[config.mk]
export PLATFORM = sky130hd
export DESIGN_NAME = mem_bist_ctrl_flat
export DESIGN_NICKNAME = d
export VERILOG_FILES = /design/src/rtl/mem_bist_pkg.sv /design/src/rtl/mem_bist_if.sv /design/src/rtl/mem_bist_addr_gen.sv /design/src/rtl/mem_bist_ctrl.sv /design/src/flat_wrapper.sv
export SDC_FILE = /design/constraint.sdc
export NUM_CORES = 1
export LEC_CHECK = 0
export ABC_AREA = 1
export CORE_MARGIN = 5
export CORE_UTILIZATION = 40
export CTS_BUF_LIST = sky130_fd_sc_hd__clkbuf_8 sky130_fd_sc_hd__clkbuf_16
export DETAILED_ROUTE_END_ITERATION = 10
export DONT_BUFFER_PORTS = 1
export GPL_TIMING_DRIVEN = 1
export SLEW_MARGIN = 40
export SYNTH_ARGS = -nofsm -noshare
export SYNTH_HDL_FRONTEND = slang
export SYNTH_SLANG_ARGS = --single-unit
[constraint.sdc]
create_clock -name clk -period 1.9 [get_ports clk]
set_clock_uncertainty 0.05 [all_clocks]
set_input_delay 0.19 -clock clk [delete_from_list [all_inputs] [get_ports clk]]
set_output_delay 0.19 -clock clk [all_outputs]
set_load 0.02 [all_outputs]
[src/rtl/mem_bist_pkg.sv]
// Shared types and the test-pattern rule for the memory BIST controller.
// Pass 0 writes each word with its own address; pass 1 writes the bitwise inverse.
package mem_bist_pkg;

    typedef enum logic [2:0] {
        IDLE  = 3'd0,
        WR    = 3'd1,
        RD    = 3'd2,
        DRAIN = 3'd3,
        DONE  = 3'd4
    } bist_state_t;

    localparam int PAT_MAX_W = 32;

    // Callers size-cast the result down to their word width (at most PAT_MAX_W bits).
    function automatic logic [PAT_MAX_W-1:0] bist_pattern(input logic [PAT_MAX_W-1:0] addr,
                                                          input logic                 pass_idx);
        return pass_idx ? ~addr : addr;
    endfunction

endpackage

[src/rtl/mem_bist_if.sv]
// Memory-side bus driven by the BIST controller (master) into the memory (slave).
// data_out is a registered read: valid the cycle after read was high.
interface mem_bist_if #(
    parameter int ADDR_WIDTH = 5,
    parameter int DATA_WIDTH = 8
);
    logic                  read;
    logic                  write;
    logic [ADDR_WIDTH-1:0] addr;
    logic [DATA_WIDTH-1:0] data_in;
    logic [DATA_WIDTH-1:0] data_out;

    modport master (
        output read,
        output write,
        output addr,
        output data_in,
        input  data_out
    );

    modport slave (
        input  read,
        input  write,
        input  addr,
        input  data_in,
        output data_out
    );
endinterface

[src/rtl/mem_bist_addr_gen.sv]
// Address counter for the BIST sweep: clear beats load beats enable, no wrap guard.
// o_tc flags the last address so the controller can stop before the counter wraps.
module mem_bist_addr_gen #(
    parameter int ADDR_WIDTH = 5
) (
    input  logic                  clk,
    input  logic                  rst,
    input  logic                  i_clr,
    input  logic                  i_en,
    input  logic                  i_load,
    input  logic [ADDR_WIDTH-1:0] i_load_val,
    output logic [ADDR_WIDTH-1:0] o_cnt,
    output logic                  o_tc
);
    logic [ADDR_WIDTH-1:0] r_cnt;

    always_ff @(posedge clk) begin
        if (rst || i_clr) begin
            r_cnt <= '0;
        end else if (i_load) begin
            r_cnt <= i_load_val;
        end else if (i_en) begin
            r_cnt <= r_cnt + ADDR_WIDTH'(1);
        end
    end

    assign o_cnt = r_cnt;
    assign o_tc  = &r_cnt;
endmodule

[src/rtl/mem_bist_ctrl.sv]
// March-style BIST: write a pattern sweep, read it back, count miscompares; done 2*DEPTH+2 after start.
// Define MEM_BIST_INV_PASS_EN to add a second, inverted-pattern pass (done at 4*DEPTH+4).
module mem_bist_ctrl
    import mem_bist_pkg::*;
#(
    parameter int ADDR_WIDTH = 5,
    parameter int DATA_WIDTH = 8
) (
    input  logic                  clk,
    input  logic                  rst,
    input  logic                  start,
    mem_bist_if.master            mem,
    output logic                  busy,
    output logic                  done,
    output logic                  fail,
    output logic [ADDR_WIDTH+1:0] err_cnt,
    output logic [ADDR_WIDTH-1:0] first_err_addr
);
    bist_state_t           r_state;
    logic                  r_launch;
    logic                  r_read;
    logic                  r_write;
    logic                  r_busy;
    logic                  r_done;
    logic                  r_fail;
    logic                  r_cmp_vld;
    logic [ADDR_WIDTH-1:0] r_cmp_addr;
    logic [DATA_WIDTH-1:0] r_data_in;
    logic [ADDR_WIDTH+1:0] r_err_cnt;
    logic [ADDR_WIDTH-1:0] r_first_err_addr;

    logic [ADDR_WIDTH-1:0] w_cnt;
    logic [ADDR_WIDTH-1:0] w_wr_addr;
    logic [DATA_WIDTH-1:0] w_wr_pat;
    logic [DATA_WIDTH-1:0] w_exp;
    logic                  w_tc;
    logic                  w_cnt_clr;
    logic                  w_cnt_en;
    logic                  w_accept;
    logic                  w_sweep;
    logic                  w_miscmp;
    logic                  w_pass;

`ifdef MEM_BIST_INV_PASS_EN
    logic r_pass;
    assign w_pass = r_pass;
`else
    assign w_pass = 1'b0;
`endif

    // A start is taken once, then the launch cycle in IDLE kicks off the write sweep.
    assign w_accept  = start && !r_launch && (r_state == IDLE || r_state == DONE);
    assign w_sweep   = (r_state == WR) || (r_state == RD);
    assign w_cnt_en  = w_sweep && !w_tc;
    assign w_cnt_clr = w_accept || (w_sweep && w_tc);

    assign w_wr_addr = (r_state == WR) ? w_cnt + ADDR_WIDTH'(1) : '0;
    assign w_wr_pat  = DATA_WIDTH'(bist_pattern(32'(w_wr_addr), w_pass));
    assign w_exp     = DATA_WIDTH'(bist_pattern(32'(r_cmp_addr), w_pass));
    assign w_miscmp  = r_cmp_vld && (mem.data_out != w_exp);

    mem_bist_addr_gen #(
        .ADDR_WIDTH (ADDR_WIDTH)
    ) u_addr_gen (
        .clk        (clk),
        .rst        (rst),
        .i_clr      (w_cnt_clr),
        .i_en       (w_cnt_en),
        .i_load     (1'b0),
        .i_load_val ('0),
        .o_cnt      (w_cnt),
        .o_tc       (w_tc)
    );

    always_ff @(posedge clk) begin
        if (rst) begin
            r_state          <= IDLE;
            r_launch         <= 1'b0;
            r_read           <= 1'b0;
            r_write          <= 1'b0;
            r_busy           <= 1'b0;
            r_done           <= 1'b0;
            r_fail           <= 1'b0;
            r_cmp_vld        <= 1'b0;
            r_cmp_addr       <= '0;
            r_data_in        <= '0;
            r_err_cnt        <= '0;
            r_first_err_addr <= '0;
`ifdef MEM_BIST_INV_PASS_EN
            r_pass           <= 1'b0;
`endif
        end else begin
            if (w_miscmp) begin
                r_fail <= 1'b1;
                if (!r_fail) begin
                    r_first_err_addr <= r_cmp_addr;
                end
                if (r_err_cnt != '1) begin
                    r_err_cnt <= r_err_cnt + 1'b1;
                end
            end

            if (w_accept) begin
                r_state          <= IDLE;
                r_launch         <= 1'b1;
                r_busy           <= 1'b1;
                r_done           <= 1'b0;
                r_fail           <= 1'b0;
                r_err_cnt        <= '0;
                r_first_err_addr <= '0;
`ifdef MEM_BIST_INV_PASS_EN
                r_pass           <= 1'b0;
`endif
            end else begin
                case (r_state)
                    IDLE: begin
                        if (r_launch) begin
                            r_state   <= WR;
                            r_launch  <= 1'b0;
                            r_write   <= 1'b1;
                            r_data_in <= w_wr_pat;
                        end
                    end
                    WR: begin
                        r_data_in <= w_wr_pat;
                        if (w_tc) begin
                            r_state   <= RD;
                            r_write   <= 1'b0;
                            r_read    <= 1'b1;
                            r_data_in <= '0;
                        end
                    end
                    RD: begin
                        // Read data returns next cycle, so remember which address it belongs to.
                        r_cmp_vld  <= 1'b1;
                        r_cmp_addr <= w_cnt;
                        if (w_tc) begin
                            r_state <= DRAIN;
                            r_read  <= 1'b0;
                        end
                    end
                    DRAIN: begin
                        r_cmp_vld <= 1'b0;
`ifdef MEM_BIST_INV_PASS_EN
                        if (!r_pass) begin
                            r_pass   <= 1'b1;
                            r_launch <= 1'b1;
                            r_state  <= IDLE;
                        end else begin
                            r_state <= DONE;
                            r_busy  <= 1'b0;
                            r_done  <= 1'b1;
                        end
`else
                        r_state <= DONE;
                        r_busy  <= 1'b0;
                        r_done  <= 1'b1;
`endif
                    end
                    DONE: begin
                        r_state <= DONE;
                    end
                    default: begin
                        r_state <= IDLE;
                    end
                endcase
            end
        end
    end

    assign mem.read       = r_read;
    assign mem.write      = r_write;
    assign mem.addr       = w_cnt;
    assign mem.data_in    = r_data_in;
    assign busy           = r_busy;
    assign done           = r_done;
    assign fail           = r_fail;
    assign err_cnt        = r_err_cnt;
    assign first_err_addr = r_first_err_addr;
endmodule
[src/flat_wrapper.sv]
// flat-port wrapper written by rule: the top's interface ports become plain ports
module mem_bist_ctrl_flat import mem_bist_pkg::*;
#(
    parameter int ADDR_WIDTH = 5,
    parameter int DATA_WIDTH = 8
)
  (clk, rst, start, busy, done, fail, err_cnt, first_err_addr, mem_read, mem_write, mem_addr, mem_data_in, mem_data_out);
  mem_bist_if #(.ADDR_WIDTH(ADDR_WIDTH), .DATA_WIDTH(DATA_WIDTH)) mem_i ();
  input  logic clk;
  input  logic rst;
  input  logic start;
  output logic busy;
  output logic done;
  output logic fail;
  output logic [ADDR_WIDTH+1:0] err_cnt;
  output logic [ADDR_WIDTH-1:0] first_err_addr;
  output wire logic [$bits(mem_i.read)-1:0] mem_read;
  output wire logic [$bits(mem_i.write)-1:0] mem_write;
  output wire logic [$bits(mem_i.addr)-1:0] mem_addr;
  output wire logic [$bits(mem_i.data_in)-1:0] mem_data_in;
  input wire logic [$bits(mem_i.data_out)-1:0] mem_data_out;
  assign mem_read = mem_i.read;
  assign mem_write = mem_i.write;
  assign mem_addr = mem_i.addr;
  assign mem_data_in = mem_i.data_in;
  assign mem_i.data_out = mem_data_out;
  mem_bist_ctrl #(.ADDR_WIDTH(ADDR_WIDTH), .DATA_WIDTH(DATA_WIDTH)) u_core (.clk(clk), .rst(rst), .start(start), .mem(mem_i), .busy(busy), .done(done), .fail(fail), .err_cnt(err_cnt), .first_err_addr(first_err_addr));
endmodule
; After elaboration in Yosys (flattened, before gate mapping)
; Index checks and enable logic that the tools add are counted.
[word_totals]
reg_bits = 40
wordCells = 72
[op_classes]
n_addsub = 2
n_eq_ne = 9
mux = 18
bitwise_logic = 2
n_reduce_logical = 28
[op_table]
columns = operator, n
row1 = $pmux W8 S2, 1
row2 = $pmux W3 S4, 1
row3 = $mux W5, 2
row4 = $reduce_bool A2 Y1, 5
row5 = $mux W3, 3
row6 = $mux W8, 1
row7 = $ne A8 B5 Y1, 1
row8 = $reduce_and A2 Y1, 4
row9 = $reduce_and A4 Y1, 2
row10 = $add A7 B1 Y7 const B, 1
row11 = $mux W1, 7
row12 = $ne A7 B7 Y1 const B, 1
row13 = $eq A3 B2 Y1 const B, 2
row14 = $ne A2 B1 Y1 const B, 3
row15 = $pmux W1 S2, 3
row16 = $reduce_and A3 Y1, 2
row17 = $add A5 B1 Y5 const B, 1
row18 = $logic_and A1 B1 Y1, 5
row19 = $reduce_and A5 Y1, 1
row20 = $logic_or A1 B1 Y1, 4
row21 = $reduce_or A2 Y1, 2
row22 = $eq A3 B1 Y1 const B, 1
row23 = $eq A3 B3 Y1 const B, 1
row24 = $logic_not A3 Y1, 1
row25 = other kinds (2), 4

; Depth between registers and ports, before layout
[logic_depth]
word_depth = 5
ltp_mapped = 8
ltp_nobuf = 8

; By module
; From an unflattened synthesis, not the netlist that was laid out.
[unflattened]
cells_unflattened = 252
hier_area_um2 = 1805.5
[modules_own_cells]
columns = mod, instances, cells_each, area_each_um2, seq_area_each_um2
row1 = mem_bist_ctrl, 1, 210, 1516.5, 640.6
row2 = mem_bist_addr_gen, 1, 42, 289.0, 100.1

; Worst setup path before layout
; OpenSTA, ideal clock, no wires.
[synth_timing]
path_kind = reg2reg
from = reg u_core.u_addr_gen.r_cnt[0], in the netlist u_core.u_addr_gen.o_cnt[0]
to = reg u_core.u_addr_gen.r_cnt[0], in the netlist u_core.u_addr_gen.o_cnt[0]
setup_ns = 0.122
t_arrival_ns = 1.407
t_required_ns = 1.728
setup_slack_ns = 0.321
path_stages_with_launch = 9
synth_period_minus_slack_ns = 1.579
path_cell_list = dfxtp_1 -> ha_1 -> nand2_1 -> nor2_2 -> nand2_2 -> inv_2 -> nand2_1 -> nand2_1 -> a21oi_1
[synth_via]
elab_chain_len = 4
elab_cells_between_ends = 7
classes_between = add/sub (1) / reduce/logical (6)
[synth_lines]
columns = item, line_no
row1 = "start, declared", mem_bist_addr_gen.sv:15  ; logic [ADDR_WIDTH-1:0] r_cnt;
row2 = "start signal, assigned", mem_bist_addr_gen.sv:21  ; r_cnt <= i_load_val;
row3 = "start signal, assigned", mem_bist_addr_gen.sv:23  ; r_cnt <= r_cnt + ADDR_WIDTH'(1);
row4 = branches (longest 4 deep; another with $add A5 B1 Y5), -
; Several ways; the timed one is not identified.
; A chain may end at the register's enable or synchronous reset.

; Final worst setup path
[layout_timing]
from = reg u_core.r_cmp_addr[1]
to = reg u_core.r_first_err_addr[0], in the netlist u_core.first_err_addr[0]
[layout_via]
elab_chain_len = 3
[layout_lines]
columns = item, line_no
row1 = "start, declared", mem_bist_ctrl.sv:27  ; logic [ADDR_WIDTH-1:0] r_cmp_addr;
row2 = "start signal, assigned", mem_bist_ctrl.sv:136  ; r_cmp_addr <= w_cnt;
row3 = $ne A8 B5 Y1, mem_bist_ctrl.sv:60  ; assign w_miscmp = r_cmp_vld && (mem.data_out != w_exp);
row4 = $logic_and A1 B1 Y1, mem_bist_ctrl.sv:60
row5 = $reduce_and A2 Y1 (no source line), -
row6 = "end signal, assigned", mem_bist_ctrl.sv:96  ; r_first_err_addr <= r_cmp_addr;
row7 = "end, declared", mem_bist_ctrl.sv:30  ; logic [ADDR_WIDTH-1:0] r_first_err_addr;
; No other way between the ends.

==> impl_metrics.ini <==
[timing]
fmax_mhz = 660
rsz0062_at_grt = false
fin_crit_ns = 1.51
finalHoldViolations = 0
fin_tns_setup_ns = 0
worstMarginPinSlew_ns = 0.558
slew_headroom_pct = 62.7
finalSetupViolCount = 0
hold-worst-slack_ns = 0.0414
fin_crit_sh_pct = 79.7
drv_slew = 0

[flow_run]
cap_violations = 0

[cts]
numCtsBuffers = 5
root_buffer = clkbuf_8
postCtsSetupBuffers = 0
htree_levels = 2
clkSinkCount = 37
cts_max_path_buffers = 2
clk_latency_ns = 0.28
cts_tree = built
clk_pin_slew_ns = 0.08
ctsResizeCount = 0
ctsHoldBuffers = 1

[synth]
yosys.area_share.adder_pct = 1.45
muxShareOfSynthArea_pct = 0
yosysUniqueCellTypes = 31
synth_top_area_cell = dfxtp_1
yosys-top-cells-area = dfxtp_1 43%, nand2_1 11%, a21oi_1 5.8%, nor2_1 5.2%, a21oi_2 4.6%
synthXorXnorAreaFrac_pct = 2.53
synthCells = 228
synth.top_cell.area_share_pct = 42.8
yosysSeqAreaShare_pct = 42.8
avgSynthCellArea_um2 = 7.60
synth_compound_area_share_pct = 15.1
ys_ff_latch = 37
syn_area_um2 = 1730
synth-simple-area-share_pct = 29.0
synth_top_family_by_area = simple AND/OR/NAND/NOR gates
ys_warn_count = 0

[critical_path]
worstPathRequired_ns = 2.07
rr_startpoint = u_core.r_cmp_addr[1]
crit_path_start_kind = flop
crit_path_end_kind = flop
ff2ff_path_depth = 8
arrival_ns = 1.69
reg2reg_to = u_core.first_err_addr[0]
path_max_fanout = 15
criticalPathCategory = flop to flop
reg2reg_slack_ns = 0.39

[finish]
stdcell_area_um2 = 1960
drive_above_1_share_pct = 19.2
fill_cells = 434
syn2layout_area_growth_pct = 13.0
num-nets-final = 252
antennaDiodeCount = 0

[outcome]
status = finished, final reports clean

[grt]
antenna_found_initial = 0
track_usage_pct = 13.5
first_global_vias = 1286
grt_pass1_wl_um = 5820
grt_max_degree = 17
grt_remaining_overflow = 0

[placed_design]
place_hpwl_um = 2740
port_buffers = 0
place_area_um2 = 1830
gp_congestion = 0.776

[route]
drc_errors = 0
wl_per_cell_um = 12.6
vias = 1439
postRouteAntennaNets = 0
routed_wl_um = 3670
viasPerCell = 4.93
drt_iter0_markers = 44
first_pass_iters = 6

[floorplan]
fp.dieW_um = 75.8
core_um2 = 4260
initial_utilization_pct = 40.6
die_area_um2 = 5740
die_y_um = 75.8
row_count = 24
pin_count = 41

[min_path]
min_from = rst
min_to = u_core.r_state[0]
hold_path_class = primary input to flop
min_path_cells = 3

[power_and_ir_drop]
switching_share_pct = 22.6
intPower_uw = 1240
leakage_uw = 0.000725
p_sw_uw = 362
seqPwrFrac_pct = 50.0
clockPowerShare_pct = 44.1
ir_drop_v = 0.000411
power_density_nw_per_um2 = 819
combPwrFrac_pct = 5.9
-- through the flow --
stage                     instances  util, %  setup WS (ns)  power [uW]
after global placement          283     42.8          0.409         909
after global routing            292     45.9          0.165        1680
after floorplan                 230        -          0.321         904
final                           292     45.9          0.386        1600
after CTS                       292     45.9          0.361        1620
after detailed placement        283     42.8          0.394         909
-- flip-flops by register name, indices dropped and copies added, names as in the netlist --
signal and cells:
u_core.busy 1, u_core.done 1, u_core.err_cnt 7, u_core.fail 1, u_core.first_err_addr 5, u_core.mem.data_in 5
u_core.mem.read 1, u_core.mem.write 1, u_core.r_cmp_addr 5, u_core.r_cmp_vld 1, u_core.r_launch 1, u_core.r_state 3
u_core.u_addr_gen.o_cnt 5
-- power by group through the flow --
stage / Sequential, uW / Clock [uW] / Combinational (uW)
2_1_floorplan: 823 / 0 / 80.8
3_3_place_gp: 820 / 0 / 88.5
5_1_grt: 803 / 766 / 106
6_report: 802 / 706 / 94.4
3_5_place_dp: 820 / 0 / 88.5
4_1_cts: 802 / 727 / 95.7
-- cell usage in the layout (no fill, tap or decap), drive strengths merged --
cell         Yosys  final
or2              2      2
conb             1      3
dfxtp           37     37
nand3           10     10
xor2             4      4
buf              7     11
ha               2      2
bufinv           0      1
o211ai           1      1
nor3             2      2
nand4           12     12
nand2           55     55
clkbuf           3      6
inv             25     25
xnor2            1      1
nor2            27     27
a21oi           29     29
dlygate4sd3      0      1
clkinvlp         0      1
a211oi           6      6
o21ai            4      4
-- cells by family after synthesis --
group | count (synthesis)
compound gates | 40
flops | 37
xor+xnor | 5
buf+inv | 35
simple gates | 108
other cells | 1
fa+ha+maj | 2
-- area by class of cell --
type,instances,area [um2],share of cell area [%]
Clock buffer,6,82.6,4.22
Clock inverter,2,37.5,1.92
Inverter,25,93.8,4.80
Multi-Input combinational cell,158,845,43.2
Sequential cell,37,741,37.9
Tap cell,52,65.1,3.32
Timing Repair Buffer,12,92.6,4.73
-- worst max-delay path by stage --
stage / startpoint / end / slack (ns) / cells after the start
floorplan: u_core.u_addr_gen.o_cnt[0] / u_core.u_addr_gen.o_cnt[0] / 0.32 / 8
global placement: u_core.u_addr_gen.o_cnt[1] / u_core.u_addr_gen.o_cnt[1] / 0.41 / 8
detailed placement: u_core.u_addr_gen.o_cnt[0] / u_core.u_addr_gen.o_cnt[1] / 0.39 / 8
CTS: u_core.r_cmp_addr[1] / u_core.first_err_addr[0] / 0.36 / 8
global route: u_core.r_cmp_addr[1] / u_core.first_err_addr[1] / 0.17 / 8
finish: u_core.r_cmp_addr[1] / u_core.first_err_addr[0] / 0.39 / 8
-- critical path: stages, from the launching register on --
cell	delay [ns]
dfxtp_1	0.37
inv_1	0.08
nand2_1	0.07
nand2_1	0.05
nor2_1	0.12
nand3_2	0.25
nand3_1	0.26
nand2_1	0.10
a21oi_2	0.12
-- synth_stat cells --
cell type and number:
nand2_1 51, dfxtp_1 37, nor2_1 24, a21oi_1 20, inv_1 20, nand4_1 12, a21oi_2 9, nand3_1 7
inv_2 5, a211oi_1 4, xor2_1 4, buf_2 3, buf_4 3, clkbuf_1 3, nand2_2 3, nand3_2 3
a211oi_2 2, ha_1 2, nor2_2 2, o21ai_0 2, o21ai_1 2, buf_6 1, conb_1 1, nand2_4 1
nor2_4 1, nor3_1 1, nor3_2 1, o211ai_1 1, or2_0 1, or2_1 1, xnor2_1 1
-- routing by layer --
layer / routed length (um) / global-route usage (%) / part of all wire (%) / vias to the layer above
li1: - / - / - / 760
met1: 1590 / 16.4 / 43 / 636
met2: 1710 / 21.3 / 47 / 41
met3: 352 / 5.94 / 9.6 / 2
met4: 19 / 4.08 / 0.52 / 0
met5: 0 / 0 / 0 / -
(Power assumes the default switching activity.)
